File: src/rtl/virtual_ds2431_pkg.sv
// Shared constants and types for the virtual DS2431 command executors.
package virtual_ds2431_pkg;

    localparam logic [7:0]  CMD_READ_SCRATCHPAD = 8'hAA;
    localparam logic [15:0] CRC16_POLY          = 16'hA001;
    localparam logic [7:0]  SENT_DAT_IDLE       = 8'hFF;

    typedef enum logic [2:0] {
        ST_IDLE,
        ST_LOAD,
        ST_SEND,
        ST_WAIT_LO,
        ST_WAIT_HI,
        ST_NEXT,
        ST_DONE
    } rs_state_t;

endpackage

File: src/rtl/virtual_ds2431_crc16_byte.sv
// One-byte CRC16 update, x^16+x^15+x^2+1 shifted LSB-first (reflected form).
module virtual_ds2431_crc16_byte
    import virtual_ds2431_pkg::*;
(
    input  logic [15:0] crc_in,
    input  logic [7:0]  dat,
    output logic [15:0] crc_out
);

    always_comb begin
        logic [15:0] c;
        logic        fb;
        c = crc_in;
        for (int i = 0; i < 8; i++) begin
            fb = c[0] ^ dat[i];
            c  = c >> 1;
            if (fb) c = c ^ CRC16_POLY;
        end
        crc_out = c;
    end

endmodule

File: src/rtl/virtual_ds2431_mem_read_scratchpad.sv
// Read Scratchpad executor: streams TA1, TA2, E/S, scratchpad bytes T..E and
// the inverted CRC16 through the shared byte transport.
module virtual_ds2431_mem_read_scratchpad
    import virtual_ds2431_pkg::*;
#(
    parameter logic [7:0]  CMD_CODE      = CMD_READ_SCRATCHPAD,
    parameter logic [15:0] TRANS_TIMEOUT = 16'd0
)
(
    input  logic        clk,
    input  logic        rst,
    input  logic        cmdRunTrig,
    input  logic        endCmd,
    input  logic [7:0]  TA1,
    input  logic [7:0]  TA2,
    input  logic [7:0]  ES,
    input  logic [63:0] Scratchpad,
    output logic [7:0]  sentDat,
    output logic        transTrig,
    output logic        nRxTx,
    input  logic        ByteTransDone,
    output logic        cmdDone,
    output logic        cmdFailed,
    output logic        busy
);

    rs_state_t   state, state_next;
    logic [7:0]  ta1_q, ta2_q, es_q;
    logic [63:0] pad_q;
    logic [15:0] crc;
    logic [3:0]  ptr;
    logic [15:0] tmo_cnt, tmo_inc;
    logic        failed_q;

    logic [2:0]  t_off, e_off, span, data_idx;
    logic [3:0]  n_data, data_end, last_ptr;
    logic [7:0]  cur_byte;
    logic        is_crc_byte, timeout_hit, abort;
    logic [15:0] crc_in, crc_out;
    logic [7:0]  crc_dat;

    // Byte layout: ptr 0..2 header, then n_data payload bytes, then two CRC bytes.
    always_comb begin
        t_off       = ta1_q[2:0];
        e_off       = es_q[2:0];
        span        = e_off - t_off;
        n_data      = (e_off >= t_off) ? ({1'b0, span} + 4'd1) : 4'd0;
        data_end    = 4'd3 + n_data;
        last_ptr    = data_end + 4'd1;
        data_idx    = t_off + ptr[2:0] - 3'd3;
        is_crc_byte = (ptr >= data_end);

        cur_byte = SENT_DAT_IDLE;
        if (ptr == 4'd0)
            cur_byte = ta1_q;
        else if (ptr == 4'd1)
            cur_byte = ta2_q;
        else if (ptr == 4'd2)
            cur_byte = es_q;
        else if (ptr < data_end)
            cur_byte = pad_q[{data_idx, 3'b000} +: 8];
        else if (ptr == data_end)
            cur_byte = ~crc[7:0];
        else
            cur_byte = ~crc[15:8];
    end

    // LOAD seeds with the command code from zero; SEND folds in the outgoing byte.
    always_comb begin
        crc_in  = crc;
        crc_dat = cur_byte;
        if (state == ST_LOAD) begin
            crc_in  = 16'h0000;
            crc_dat = CMD_CODE;
        end
    end

    virtual_ds2431_crc16_byte u_crc (
        .crc_in  (crc_in),
        .dat     (crc_dat),
        .crc_out (crc_out)
    );

    assign tmo_inc     = tmo_cnt + 16'd1;
    assign timeout_hit = (TRANS_TIMEOUT != 16'd0)
                       && ((state == ST_WAIT_LO) || (state == ST_WAIT_HI))
                       && (tmo_inc == TRANS_TIMEOUT);

    always_comb begin
        state_next = state;
        abort      = 1'b0;
        case (state)
            ST_IDLE:    if (cmdRunTrig && !endCmd) state_next = ST_LOAD;
            ST_LOAD:    state_next = ST_SEND;
            ST_SEND:    state_next = ST_WAIT_LO;
            ST_WAIT_LO: if (!ByteTransDone) state_next = ST_WAIT_HI;
            ST_WAIT_HI: if (ByteTransDone) state_next = ST_NEXT;
            ST_NEXT:    state_next = (ptr == last_ptr) ? ST_DONE : ST_SEND;
            ST_DONE:    state_next = ST_IDLE;
            default:    state_next = ST_IDLE;
        endcase
        // Abort wins over any transport edge seen in the same cycle.
        if ((state != ST_IDLE) && (endCmd || timeout_hit)) begin
            state_next = ST_IDLE;
            abort      = 1'b1;
        end
    end

    always_ff @(posedge clk) begin
        if (rst) begin
            state    <= ST_IDLE;
            ta1_q    <= 8'h00;
            ta2_q    <= 8'h00;
            es_q     <= 8'h00;
            pad_q    <= 64'h0;
            crc      <= 16'h0000;
            ptr      <= 4'd0;
            tmo_cnt  <= 16'd0;
            failed_q <= 1'b0;
        end else begin
            state    <= state_next;
            failed_q <= abort;
            case (state)
                ST_LOAD: begin
                    ta1_q <= TA1;
                    ta2_q <= TA2;
                    es_q  <= ES;
                    pad_q <= Scratchpad;
                    crc   <= crc_out;
                    ptr   <= 4'd0;
                end
                ST_SEND: begin
                    if (!is_crc_byte) crc <= crc_out;
                    tmo_cnt <= 16'd0;
                end
                ST_WAIT_LO, ST_WAIT_HI: tmo_cnt <= tmo_inc;
                ST_NEXT: if (state_next == ST_SEND) ptr <= ptr + 4'd1;
                default: ;
            endcase
        end
    end

    assign busy      = (state != ST_IDLE);
    assign nRxTx     = busy;
    assign transTrig = (state == ST_SEND);
    assign cmdDone   = (state == ST_DONE);
    assign cmdFailed = failed_q;
    assign sentDat   = ((state == ST_IDLE) || (state == ST_LOAD)) ? SENT_DAT_IDLE : cur_byte;

endmodule

File: config.mk
export PLATFORM = sky130hd
export DESIGN_NAME = virtual_ds2431_mem_read_scratchpad
export DESIGN_NICKNAME = d
export VERILOG_FILES = /design/src/rtl/virtual_ds2431_pkg.sv /design/src/rtl/virtual_ds2431_crc16_byte.sv /design/src/rtl/virtual_ds2431_mem_read_scratchpad.sv
export SDC_FILE = /design/constraint.sdc
export NUM_CORES = 1
export LEC_CHECK = 0
export ABC_AREA = 1
export BUFFER_PORTS_ARGS = -buffer_cell sky130_fd_sc_hd__clkbuf_2
export CAP_MARGIN = 15
export CORE_UTILIZATION = 50
export CTS_CLUSTER_DIAMETER = 40
export CTS_CLUSTER_SIZE = 24
export DETAILED_ROUTE_END_ITERATION = 6
export PLACE_DENSITY = 0.72
export SLEW_MARGIN = 0
export SYNTH_ARGS = -nofsm -noshare
export SYNTH_HDL_FRONTEND = slang
export SYNTH_SLANG_ARGS = --single-unit
File: constraint.sdc
create_clock -name clk -period 4.35 [get_ports clk]
set_clock_uncertainty 0.1 [all_clocks]
set_input_delay 0.87 -clock clk [delete_from_list [all_inputs] [get_ports clk]]
set_output_delay 0.87 -clock clk [all_outputs]
set_load 0.1 [all_outputs]
# After elaboration in Yosys (flattened, before gate mapping)
# Index checks and enable logic that the tools add are counted.
[word_totals] reg_bits=112 input_bits=93 output_inout_bits=13 elab_cells=89
[op_classes] addsub=7 magnitude_cmp=3 eq_ne=13 n_shift=1 muxes=28 bitwise_logic=18 reduce_logical=11
[op_table] op="$mux 16" count=10
[op_table] op="$shiftx 64x7->8" count=1
[op_table] op="$mux 8" count=7
[op_table] op="$pmux 16 s2" count=1
[op_table] op="$not 2->3" count=8
[op_table] op="$pmux 3 s6" count=1
[op_table] op="$not 8->8" count=2
[op_table] op="$mux 3" count=5
[op_table] op="$eq 3x2->1 const B" count=3
[op_table] op="$eq 3x3->1 const B" count=3
[op_table] op="$add 4x1->4 const B" count=2
[op_table] op="$eq 4x4->1" count=2
[op_table] op="$mux 4" count=2
[op_table] op="$pmux 4 s2" count=1
[op_table] op="$xor 1x1->1" count=8
[op_table] op="$add 2x4->4 const A" count=1
[op_table] op="$add 3x1->4 const B" count=1
[op_table] op="$eq 4x1->1 const B" count=1
[op_table] op="$eq 4x2->1 const B" count=1
[op_table] op="$ge 4x4->1" count=1
[op_table] op="$logic_not 4->1" count=1
[op_table] op="$lt 4x4->1" count=1
[op_table] op="$ne 2x2->1 const B" count=2
[op_table] op="$reduce_and 2->1" count=2
[op_table] op="other kinds (12)" count=14

# Longest topological paths before layout
[depth] depth_word=29 mapped_depth=35 depth_no_buf=35

# Modules after synthesis
# A second synthesis with hierarchy kept.
[unflattened] cells_unflattened=907 area_unflattened_um2=6288.5
[modules_own_cells] mod="virtual_ds2431_mem_read_scratchpad" instances=1 cells_each=833 area_per_inst_um2=5718.0 seq_area_each_um2=2242.2
[modules_own_cells] mod="virtual_ds2431_crc16_byte" instances=1 cells_each=74 area_per_inst_um2=570.5 seq_area_each_um2=0.0

# Least setup slack after synthesis
# No wires, ideal clock.
[synth_path] kind="reg-to-output" startpoint="register es_q[0]" endpoint="output port sentDat[7]" arrival_time_ns=3.621 required_time_ns=3.380 slack_ns=-0.241 stages_incl_launch_ff=21 path_buffers=0 cell_sequence="dfxtp_1 > inv_1 > ha_1 > inv_1 > fa_1 > ha_1 > nand2_1 > ha_1 > ha_1 > inv_1 > o21bai_1 > nand2_1 > nand2_1 > inv_4 > a21oi_1 > o21ai_0 > a31oi_1 > a21oi_1 > nand2_1 > nand2_1 > nand2_1"
[synth_between] elab_chain_len=11 word_cells_on_any_way=13 cone_classes="3 x add/sub; 2 x order compare; 1 x eq/ne; 7 x mux"
[synth_rtl] item="start, declared" line_no="virtual_ds2431_mem_read_scratchpad.sv:28" text="logic [7:0] ta1_q, ta2_q, es_q;"
[synth_rtl] item="start signal, assigned" line_no="virtual_ds2431_mem_read_scratchpad.sv:114" text="es_q <= 8'h00;"
[synth_rtl] item="start signal, assigned" line_no="virtual_ds2431_mem_read_scratchpad.sv:127" text="es_q <= ES;"
[synth_rtl] item="$sub 3x3->3" line_no="virtual_ds2431_mem_read_scratchpad.sv:46" text="span = e_off - t_off;"
[synth_rtl] item="$add 3x1->4" line_no="virtual_ds2431_mem_read_scratchpad.sv:47" text="n_data = (e_off >= t_off) ? ({1'b0, span} + 4'd1) : 4'd0;"
[synth_rtl] item="$mux 4 *" line_no="virtual_ds2431_mem_read_scratchpad.sv:47"
[synth_rtl] item="$add 2x4->4 *" line_no="virtual_ds2431_mem_read_scratchpad.sv:48" text="data_end = 4'd3 + n_data;"
[synth_rtl] item="branches (longest 2 deep; another with $lt 4x4->1)"
[synth_rtl] item="$mux 8 *" line_no="virtual_ds2431_mem_read_scratchpad.sv:60" text="else if (ptr < data_end)"
[synth_rtl] item="$mux 8 *" line_no="virtual_ds2431_mem_read_scratchpad.sv:58" text="else if (ptr == 4'd2)"
[synth_rtl] item="$mux 8 *" line_no="virtual_ds2431_mem_read_scratchpad.sv:56" text="else if (ptr == 4'd1)"
[synth_rtl] item="$mux 8 *" line_no="virtual_ds2431_mem_read_scratchpad.sv:54" text="if (ptr == 4'd0)"
[synth_rtl] item="$mux 8 *" line_no="virtual_ds2431_mem_read_scratchpad.sv:148" text="assign sentDat = ((state == ST_IDLE) || (state == ST_LOAD)) ? SENT_DAT_IDLE : cur_byte;"
[synth_rtl] item="end, declared" line_no="virtual_ds2431_mem_read_scratchpad.sv:18" text="output logic [7:0] sentDat,"
# Every way passes the cells marked *.

# Worst setup path in the final report
[layout_path] startpoint="register es_q[0]" endpoint="output port sentDat[4]"
# Same word-level chain as after synthesis.

==> results.cfg <==
[global_routing]
globalRoute.totalOverflow = 0
antenna_found_initial = 0
grt_pass1_wl_um = 27600
grt_max_degree = 163
grt_pass1_vias = 5806
gr-usage-all-layers_pct = 27.0

[synth]
ys_types = 37
synth-seq-area-share_pct = 36.3
syn_area_um2 = 6180
avgSynthCellArea_um2 = 6.75
yosys.area.top_type = dfxtp_1
post-synth-top-count-cell = nand2_1
yosys-top-cells-count = nand2_1, o21ai_0, inv_1, dfxtp_1, a21oi_1
synth_top_area_share_pct = 36.3
syn_nets = 1026
ys_top_cells_by_area = dfxtp_1, nand2_1, o21ai_0, a21oi_1, inv_1
yosys_warnings = 0
synth-edff-count = 0
synthArstFlopShare_pct = 0
synth_flop_cell = dfxtp_1
ys_seq_elements = 112
syn_inst = 916

[critical_path]
crit_path_max_fanout = 6
crit_type = reg -> out
crit_start = es_q[0]$_SDFFE_PP0P_
worstPathArrival_ps = 3720
worstReg2RegStart = es_q[0]$_SDFFE_PP0P_
end_kind = output pin
crit_path_start_kind = flip-flop
crit_required_ps = 3380

[timing]
worst_slack_ps = -340
slew_violations = 0
rsz0062_at_grt = yes
period_needed_ps = 4690
hold_viol = 0
setup_violations = 11
fin_setup_tns_ps = -2680
hold_ws_ps = 354
tightest_slew_ps = 754
maxSlewHeadroom_pct = 49.8
post-route-period-util_pct = 108
fmax_mhz = 213

[clock_tree]
clock_sinks = 112
cts-htree-levels = 3
cts_tree = built
clkLatencyLatePin_ps = 360
numCtsBuffers = 9
cts-root-buf = clkbuf_16
cts.clk_slew.worst_paths_ps = 70
postCtsHoldBufs = 0
clockBufferDepth = 2

[layout]
final_nets = 1132
finish.utilization_pct = 64.9
post-route-cell-area_um2 = 7790
drive_gt1_share_pct = 26.5
area_growth_pct = 26.1
diodes = 0
fillCellCount = 1074
layout.cells.non_filler = 1174

[run_status]
status = finished with violations
violations = setup timing

[detailed_routing]
drtIter0Drc = 456
vias = 6229
drtPass1Iterations = 6
routed_wl_um = 17000
wl_per_cell_um = 14.4
ant_nets = 0
viasPerCell = 5.31
drcViolationCount = 0

[floorplan]
start_util_pct = 51.5
rows = 40
die_h_um = 113
die_x_um = 113
die-area_um2 = 12800
core_area_um2 = 12000
io_pins = 106

[pwr]
p_sw_share_pct = 41.0
combPwrFrac_pct = 47.8
power_frac_clock_pct = 22.1
leakage_nw = 3.64
p_per_area_nw_per_um2 = 512
p_int_mw = 2.35
finalPower_mw = 3.99
power.switching_mw = 1.64
seqPwrFrac_pct = 30.2
vdd_drop_max_v = 0.000234

[place]
dpl-instance-area_um2 = 6930
port_buffers = 105
post-place-ws_ps = -88.9
place_inst = 1135
dp_hpwl_um = 11200
gp_congestion = 0.919

[hold_path]
min-delay-path-class = reg -> reg
worstHoldStart = pad_q[29]$_SDFFE_PP0P_

[flow_run]
drv_cap = 0
[power groups by stage]
| stage | logic (mW) | clock network [mW] | registers (mW) |
|---|---|---|---|
| finish | 1.91 | 0.880 | 1.20 |
| global route | 2.08 | 0.928 | 1.21 |
| CTS | 1.71 | 0.896 | 1.20 |
| detailed placement | 1.47 | 0 | 1.22 |
| global placement | 1.44 | 0 | 1.22 |
| floorplan | 1.09 | 0 | 1.20 |
[layer usage]
layer  global-route usage (%)  wire length [um]  vias up
met5                        0                 0        -
met4                     13.3               557        0
met3                     3.11               715       41
met2                     43.8              7780      173
met1                     35.8              7900     2827
li1                         -                 -     3188
[state kept, by name, indices dropped and copies added, names as in the netlist]
register	flops
crc	16
cmdFailed	1
pad_q	64
state	3
ta2_q	8
es_q	8
ta1_q	8
ptr	4
[cells by family (layout without fill, tap and decap cells)]
kind of cell,after synthesis,after routing,share of synthesized area (%)
AOI/OAI and AO/OA,253,253,21.8
and+or+nand+nor,354,354,25.4
xor gates and xnor gates,9,9,1.40
buffers and inverters,171,282,11.6
adders and majority gates,17,17,3.56
DFF,112,112,36.3
[path summary, 6_finish.rpt]
check                                         endpoint  slack, ps  cells after the start
worst max-delay path                        sentDat[4]       -340                     24
worst max register to register    crc[15]$_SDFFE_PP0P_       -150                     36
worst min-delay path            pad_q[29]$_SDFFE_PP0P_        350                      2
worst min register to register  pad_q[29]$_SDFFE_PP0P_        350                      2
[cell type report]
class,count,area (um^2),share of cell area [%]
multi-input cells,633,3610,46.3
flip-flops and latches,112,2250,28.8
repair buffers,142,968,12.4
inverters,124,478,6.13
clock buffers,10,239,3.07
well taps,147,184,2.36
clock inverters,6,72.6,0.931
[layout by cell type, fill, tap and decap left out, types with 4 or more instances in the layout]
master     netlist  layout
nand3_4          0       5
buf_6            5       6
nor2_2           7       7
nand2_2         11      30
ha_4             0       6
buf_4            5      28
inv_6            0       4
a21oi_1         97      90
inv_1          114     109
ha_1            16      10
clkbuf_16        0       9
o21ai_1          3       6
nand3_2          6      17
o211ai_1        17      17
nor2_4           2       4
xor2_1           5       5
clkbuf_2         0      97
o21ai_0        126     123
dfxtp_1        112     109
nand2_1        182     157
a21oi_2          2       6
nand3_1         55      39
buf_12           0      10
nor2_1          78      76
inv_2            6      10
nand2_4          6      12
[what timing repair did]
| item | CTS | global route |
|---|---|---|
| pin swaps | 34 | 31 |
| setup endpoints to repair | 10 | 19 |
| resized for setup | 57 | 33 |
| buffers inserted | 16 | 6 |
| gates cloned | 0 | 1 |
[critical path: stages (launching register included)]
cell	delay, ps
dfxtp_2	330
inv_2	70
ha_4	130
inv_2	40
fa_1	490
ha_4	190
xnor2_2	140
nand2_2	100
a21oi_4	170
xor2_2	240
ha_4	260
nand2_4	90
inv_2	40
nand2_2	80
nand2_4	80
inv_6	90
buf_6	140
nand3_2	70
nand2_1	60
nand2_1	50
nand2_1	100
nand2_2	70
nand2_2	80
nand2_2	60
buf_12	180
(Power assumes the default switching activity.)
